`src/rtl/seven_seg_scan_ctrl.sv`:
```
// Scan/update controller for a multiplexed seven-segment display: blanked dead time,
// per-slot PWM brightness, and a double-buffered frame that only changes at frame boundaries.
module seven_seg_scan_ctrl #(
  parameter int N_DIGITS     = 2,
  parameter int REFRESH_DIV  = 4096,
  parameter int BLANK_CYCLES = 64,
  parameter int BRIGHT_W     = 4
) (
  input  logic                  clk,
  input  logic                  rst_n,
  input  logic                  enable,
  input  logic [BRIGHT_W-1:0]   brightness,
  input  logic                  wr_valid,
  output logic                  wr_ready,
  input  logic [4*N_DIGITS-1:0] wr_data,
  output logic [3:0]            digit_val,
  output logic [N_DIGITS-1:0]   digit_sel,
  output logic                  seg_blank,
  output logic                  frame_done,
  output logic [1:0]            state_dbg
);

  localparam int STEP  = (REFRESH_DIV - BLANK_CYCLES) / (2 ** BRIGHT_W);
  localparam int CNT_W = $clog2(REFRESH_DIV);
  localparam int IDX_W = $clog2(N_DIGITS);
  localparam logic [CNT_W-1:0] CNT_LAST = CNT_W'(REFRESH_DIV - 1);
  localparam logic [IDX_W-1:0] IDX_LAST = IDX_W'(N_DIGITS - 1);

  typedef enum logic [1:0] {IDLE = 2'd0, BLANK = 2'd1, ON = 2'd2, OFF = 2'd3} state_t;

  state_t                  state, nxt_state;
  logic [CNT_W-1:0]        cnt, nxt_cnt;
  logic [IDX_W-1:0]        idx, nxt_idx;
  logic [BRIGHT_W-1:0]     b_lat, nxt_b;
  logic [4*N_DIGITS-1:0]   active, shadow, nxt_active;
  logic                    pending;
  logic                    accept, commit;
  logic [31:0]             on_end;

  // Handshake: a word transfers on any rising clk where wr_valid && wr_ready;
  // wr_ready is low exactly while a captured word waits for its commit.
  assign wr_ready  = !pending;
  assign accept    = wr_valid && !pending;
  assign commit    = pending && (frame_done || state == IDLE);
  assign state_dbg = state;

  assign on_end     = 32'(BLANK_CYCLES) + 32'(b_lat) * 32'(STEP);
  assign nxt_active = commit ? shadow : active;

  always_comb begin
    nxt_state = state;
    nxt_cnt   = cnt;
    nxt_idx   = idx;
    nxt_b     = b_lat;
    if (!enable) begin
      nxt_state = IDLE;
      nxt_cnt   = '0;
      nxt_idx   = '0;
    end else if (state == IDLE) begin
      nxt_state = BLANK;
      nxt_cnt   = '0;
      nxt_idx   = '0;
      nxt_b     = brightness;
    end else if (cnt == CNT_LAST) begin
      // Slot wrap: next digit, fresh brightness sample for the whole new slot.
      nxt_state = BLANK;
      nxt_cnt   = '0;
      nxt_idx   = (idx == IDX_LAST) ? '0 : idx + IDX_W'(1);
      nxt_b     = brightness;
    end else begin
      nxt_cnt = cnt + CNT_W'(1);
      if (32'(nxt_cnt) < 32'(BLANK_CYCLES)) begin
        nxt_state = BLANK;
      end else if (32'(nxt_cnt) < on_end) begin
        nxt_state = ON;
      end else begin
        nxt_state = OFF;
      end
    end
  end

  // Outputs are computed from next-state values so they line up with the registered state.
  always_ff @(posedge clk or negedge rst_n) begin
    if (!rst_n) begin
      state      <= IDLE;
      cnt        <= '0;
      idx        <= '0;
      b_lat      <= '0;
      active     <= '0;
      shadow     <= '0;
      pending    <= 1'b0;
      digit_sel  <= '0;
      seg_blank  <= 1'b1;
      digit_val  <= '0;
      frame_done <= 1'b0;
    end else begin
      state  <= nxt_state;
      cnt    <= nxt_cnt;
      idx    <= nxt_idx;
      b_lat  <= nxt_b;
      active <= nxt_active;
      if (accept) begin
        shadow  <= wr_data;
        pending <= 1'b1;
      end else if (commit) begin
        pending <= 1'b0;
      end
      digit_sel  <= (nxt_state == ON) ? (N_DIGITS'(1) << nxt_idx) : '0;
      seg_blank  <= (nxt_state != ON);
      frame_done <= (nxt_state != IDLE) && (nxt_cnt == CNT_LAST) && (nxt_idx == IDX_LAST);
      if (nxt_state != IDLE) begin
        digit_val <= nxt_active[{nxt_idx, 2'b00} +: 4];
      end
    end
  end

endmodule

```
`config.mk`:
```
export PLATFORM = sky130hd
export DESIGN_NAME = seven_seg_scan_ctrl
export DESIGN_NICKNAME = d
export VERILOG_FILES = /design/src/rtl/seven_seg_scan_ctrl.sv
export SDC_FILE = /design/constraint.sdc
export NUM_CORES = 1
export LEC_CHECK = 0
export CAP_MARGIN = 10
export CORE_UTILIZATION = 51
export CTS_CLUSTER_DIAMETER = 40
export CTS_CLUSTER_SIZE = 16
export DETAILED_ROUTE_END_ITERATION = 16
export PLACE_DENSITY = 0.76
export SYNTH_ARGS = -nofsm -noshare
export SYNTH_HDL_FRONTEND = slang
export SYNTH_SLANG_ARGS = --single-unit
```
`constraint.sdc`:
```
create_clock -name clk -period 4.1 [get_ports clk]
set_input_delay 1.23 -clock clk [delete_from_list [all_inputs] [get_ports clk]]
set_output_delay 1.23 -clock clk [all_outputs]
set_load 0.1 [all_outputs]
```
==> impl_metrics.py <==
metrics = {
    "timing": {
        "skew_ns": 0.005313,
        "worst_slack_ns": -0.05218,
        "max_slew_margin_pct": 34.41,
        "fmaxAchievable_ghz": 0.2408,
        "hold_violations": 0,
        "period_minus_slack_ns": 4.152,
        "tightest_slew_ns": 0.9838,
        "min_period_over_period_pct": 101.3,
        "rsz0062_at_grt": "true",
        "finalSetupTns_ns": -0.09666,
        "finalSetupViolations": 2,
        "slew_violations": 0,
    },
    "pwr": {
        "ir_drop_v": 0.0003641,
        "p_sw_share_pct": 40.91,
        "power-per-cell-area_nw_per_um2": 662.7,
        "power.internal_mw": 1.275,
        "comb_power_share_pct": 63.0,
        "pwr-share-clk_pct": 11.7,
        "p_total_mw": 2.158,
        "p_leak_nw": 1.515,
        "p_seq_share_pct": 25.3,
        "p_switching_mw": 0.8830,
    },
    "clocking": {
        "htree_levels": 2,
        "cts_tree": "done",
        "cts_hold_buf": 0,
        "clock_latency_ns": 0.29,
        "numCtsBuffers": 5,
        "cts_buffer_depth": 2,
        "cts.sinks": 44,
        "cts_root_buffer": "clkbuf_8",
        "clk_pin_slew_ns": 0.08,
    },
    "synthesis": {
        "syn_area_sq_um": 2689,
        "avgSynthCellArea_sq_um": 10.93,
        "synth_seq_cells": 44,
        "async_flop_share_pct": 100.0,
        "ys.flop_type": "dfrtp_1",
        "synth_fp_nets": 293,
        "syn_inst": 246,
        "synthDistinctLibCells": 42,
        "ys_seq_area_share_pct": 41.00,
        "synth_edf_count": 0,
        "ys_warn_count": 0,
    },
    "setup_path": {
        "crit_chain": "fa_1, inv_2, fa_1, inv_2, fa_2, a21o_1, a21oi_2, xnor2_2, and2_4, nand2_2, xor2_1, ha_1, o21ai_1, nand2b_1, a21oi_1, a31o_2, a41o_1, and3_1",
        "end_kind": "flip-flop",
        "crit_buf_inv": 2,
        "r2r_slack_ns": -0.05,
        "path_class": "reg2reg",
        "regToRegEndpoint": "digit_sel[1]$_DFF_PN0_",
        "crit_path_top_delay_cell": "fa_1",
        "crit_path_start_kind": "flip-flop",
        "critical_path.top_delay_family": "adder cells",
        "crit_path_max_incr_delay_ns": 0.58,
        "path_max_fanout": 4,
        "r2r-start": "b_lat[3]$_DFFE_PN0P_",
        "cp.required_ns": 4.28,
        "r2r_cells": 18,
        "crit_arrival_ns": 4.33,
    },
    "outcome": {
        "violations": "negative setup slack",
        "status": "finished with violations",
    },
    "cells_and_area": {
        "layout.nets": 333,
        "fillCellCount": 421,
        "diodes": 0,
        "final_cells": 356,
        "area_growth_syn_to_layout_pct": 21.13,
        "drive_above_1_share_pct": 22.38,
    },
    "floorplanning": {
        "die_w_um": 74.61,
        "dieArea_sq_um": 5567,
        "rows": 26,
        "start_util_pct": 52.65,
        "core-area_sq_um": 5107,
        "ios": 27,
        "die_h_um": 74.61,
    },
    "global_route": {
        "grt_max_degree": 45,
        "grt_use_met2_pct": 36.04,
        "grt_usage_pct": 20.80,
        "grt_pass1_wl_um": 8645,
        "grtUsageMet1_pct": 26.87,
        "top_usage_layer": "met2",
        "overflow": 0,
        "grt_pass1_vias": 1920,
        "antenna_found_initial": 0,
        "use_met3_pct": 4.552,
    },
    "placement": {
        "gp_congestion": 0.8765,
        "numPortBuffers": 26,
        "dp_hpwl_um": 4095,
        "dp_slack_ns": -0.09804,
        "numPlacedInstances": 347,
    },
    "hold_path": {
        "hold_end": "active[3]$_DFF_PN0_",
        "hold_path.startpoint": "active[3]$_DFF_PN0_",
        "hold_path_class": "reg2reg",
        "hold_depth": 1,
    },
    "drt": {
        "drt-pass1-iter-count": 6,
        "via_count": 1897,
        "ant_nets": 0,
        "wire_per_inst_um": 14.97,
        "drc": 0,
        "wl_um": 5329,
        "avgViaCountPerCell": 5.329,
        "drtIter0Drc": 87,
    },
    "run": {
        "maxCapViolCount": 0,
    },
}
[power groups by stage]
stage | Combinational [mW] | Clock, mW | Sequential (mW)
finish | 1.36 | 0.252 | 0.546
global placement | 1.16 | 0 | 0.551
detailed placement | 1.19 | 0 | 0.556
global route | 1.50 | 0.277 | 0.554
floorplan | 0.791 | 0 | 0.648
CTS | 1.29 | 0.264 | 0.547
[cell families (layout without fill, tap and decap cells)]
group,after synthesis,in the layout,share of synthesized area [%]
xor+xnor,24,24,7.818
buf+inv,26,66,3.676
mux,20,20,8.376
simple gates,66,66,13.45
fa+ha+maj,31,31,16.10
flops,44,44,41.00
compound gates,35,35,9.586
[state kept, by name (all words and copies together), names as in the netlist]
name and flops:
active 8, b_lat 4, cnt 12, digit_sel 2, digit_val 4, frame_done 1
idx 1, pending 1, seg_blank 1, shadow 8, state_dbg 2
[final cells by class]
type | count | area, sq um | area share, %
inverter | 23 | 86.33 | 2.651
clock inverter | 1 | 5.005 | 0.1537
multi-input combinational | 176 | 1573 | 48.29
sequential | 44 | 1102 | 33.85
timing repair buffer | 36 | 330.3 | 10.14
clock buffer | 6 | 72.57 | 2.228
tap | 70 | 87.58 | 2.689
[worst max-delay path by stage]
stage | start | cells after the start | end | slack [ns]
final | b_lat[3]$_DFFE_PN0P_ | 18 | digit_sel[1]$_DFF_PN0_ | -0.05
after global routing | b_lat[3]$_DFFE_PN0P_ | 18 | digit_sel[1]$_DFF_PN0_ | -0.22
after CTS | b_lat[1]$_DFFE_PN0P_ | 18 | digit_sel[1]$_DFF_PN0_ | -0.04
after detailed placement | b_lat[3]$_DFFE_PN0P_ | 19 | digit_sel[0]$_DFF_PN0_ | -0.1
after global placement | b_lat[3]$_DFFE_PN0P_ | 16 | digit_sel[0]$_DFF_PN0_ | -0.02
after floorplan | b_lat[3]$_DFFE_PN0P_ | 19 | digit_sel[0]$_DFF_PN0_ | 0.007
[cell usage after synthesis, types with 2 or more instances]
master	number	area, sq um
dfrtp_1	43	1076
ha_1	25	312.8
inv_1	23	86.33
mux2_2	20	225.2
xnor2_1	19	166.4
nor2_1	17	63.81
nand2_1	10	37.54
a21oi_1	8	40.04
and3_1	8	50.05
nor2b_1	7	43.79
fa_1	6	120.1
nand3_1	6	30.03
o21ai_0	6	30.03
xor2_1	5	43.79
a221o_1	4	40.04
nand4_1	4	25.02
a211oi_1	3	22.52
nor3_1	3	15.01
a21o_1	2	15.01
a221oi_2	2	30.03
clkbuf_1	2	7.510
o31ai_1	2	15.01
or3_1	2	12.51
[placed cells by master, fill, tap and decap left out, types with 3 or more instances in the layout]
cell type,Yosys,routed
a21oi_1,8,6
a221o_1,4,4
and3_1,8,8
buf_4,0,10
clkbuf_8,0,5
clkdlybuf4s50_1,0,25
dfrtp_1,43,43
fa_1,6,5
ha_1,25,21
ha_2,0,3
inv_1,23,21
mux2_2,20,20
nand2_1,10,9
nand3_1,6,6
nand4_1,4,4
nor2_1,17,17
nor2b_1,7,7
nor3_1,3,3
o21ai_0,6,4
xnor2_1,19,15
xnor2_2,0,4
xor2_1,5,5
[what timing repair did]
item | 4_1_cts | 5_1_grt
endpoints found under the setup margin | 4 | 4
gates resized for setup | 10 | 4
pin swaps | 18 | 2
setup buffers | 1 | 1
[per-stage QoR]
step / util, % / hold slack (ns) / cell area, sq um
after floorplan: - / 0.4651 / 2705
after global placement: 60.61 / 0.4780 / 3095
after detailed placement: 60.61 / 0.4837 / 3095
final: 63.77 / 0.4975 / 3257
after CTS: 63.28 / 0.5020 / 3232
after global routing: 63.77 / 0.5129 / 3257
[worst register-to-register path, stage by stage (launching register included)]
cell      delay (ns)
dfrtp_1         0.40
fa_1            0.58
inv_2           0.06
fa_1            0.52
inv_2           0.06
fa_2            0.39
a21o_1          0.18
a21oi_2         0.18
xnor2_2         0.15
and2_4          0.17
nand2_2         0.05
xor2_1          0.14
ha_1            0.32
o21ai_1         0.08
nand2b_1        0.08
a21oi_1         0.06
a31o_2          0.20
a41o_1          0.25
and3_1          0.16
[metal layers]
metal | share of wire, % | vias to the layer above
met5 | 0 | -
met4 | 0.53 | 0
met3 | 2.2 | 2
met2 | 51 | 26
met1 | 46 | 932
li1 | - | 937
No activity file was read; power rests on OpenSTA's default activity.
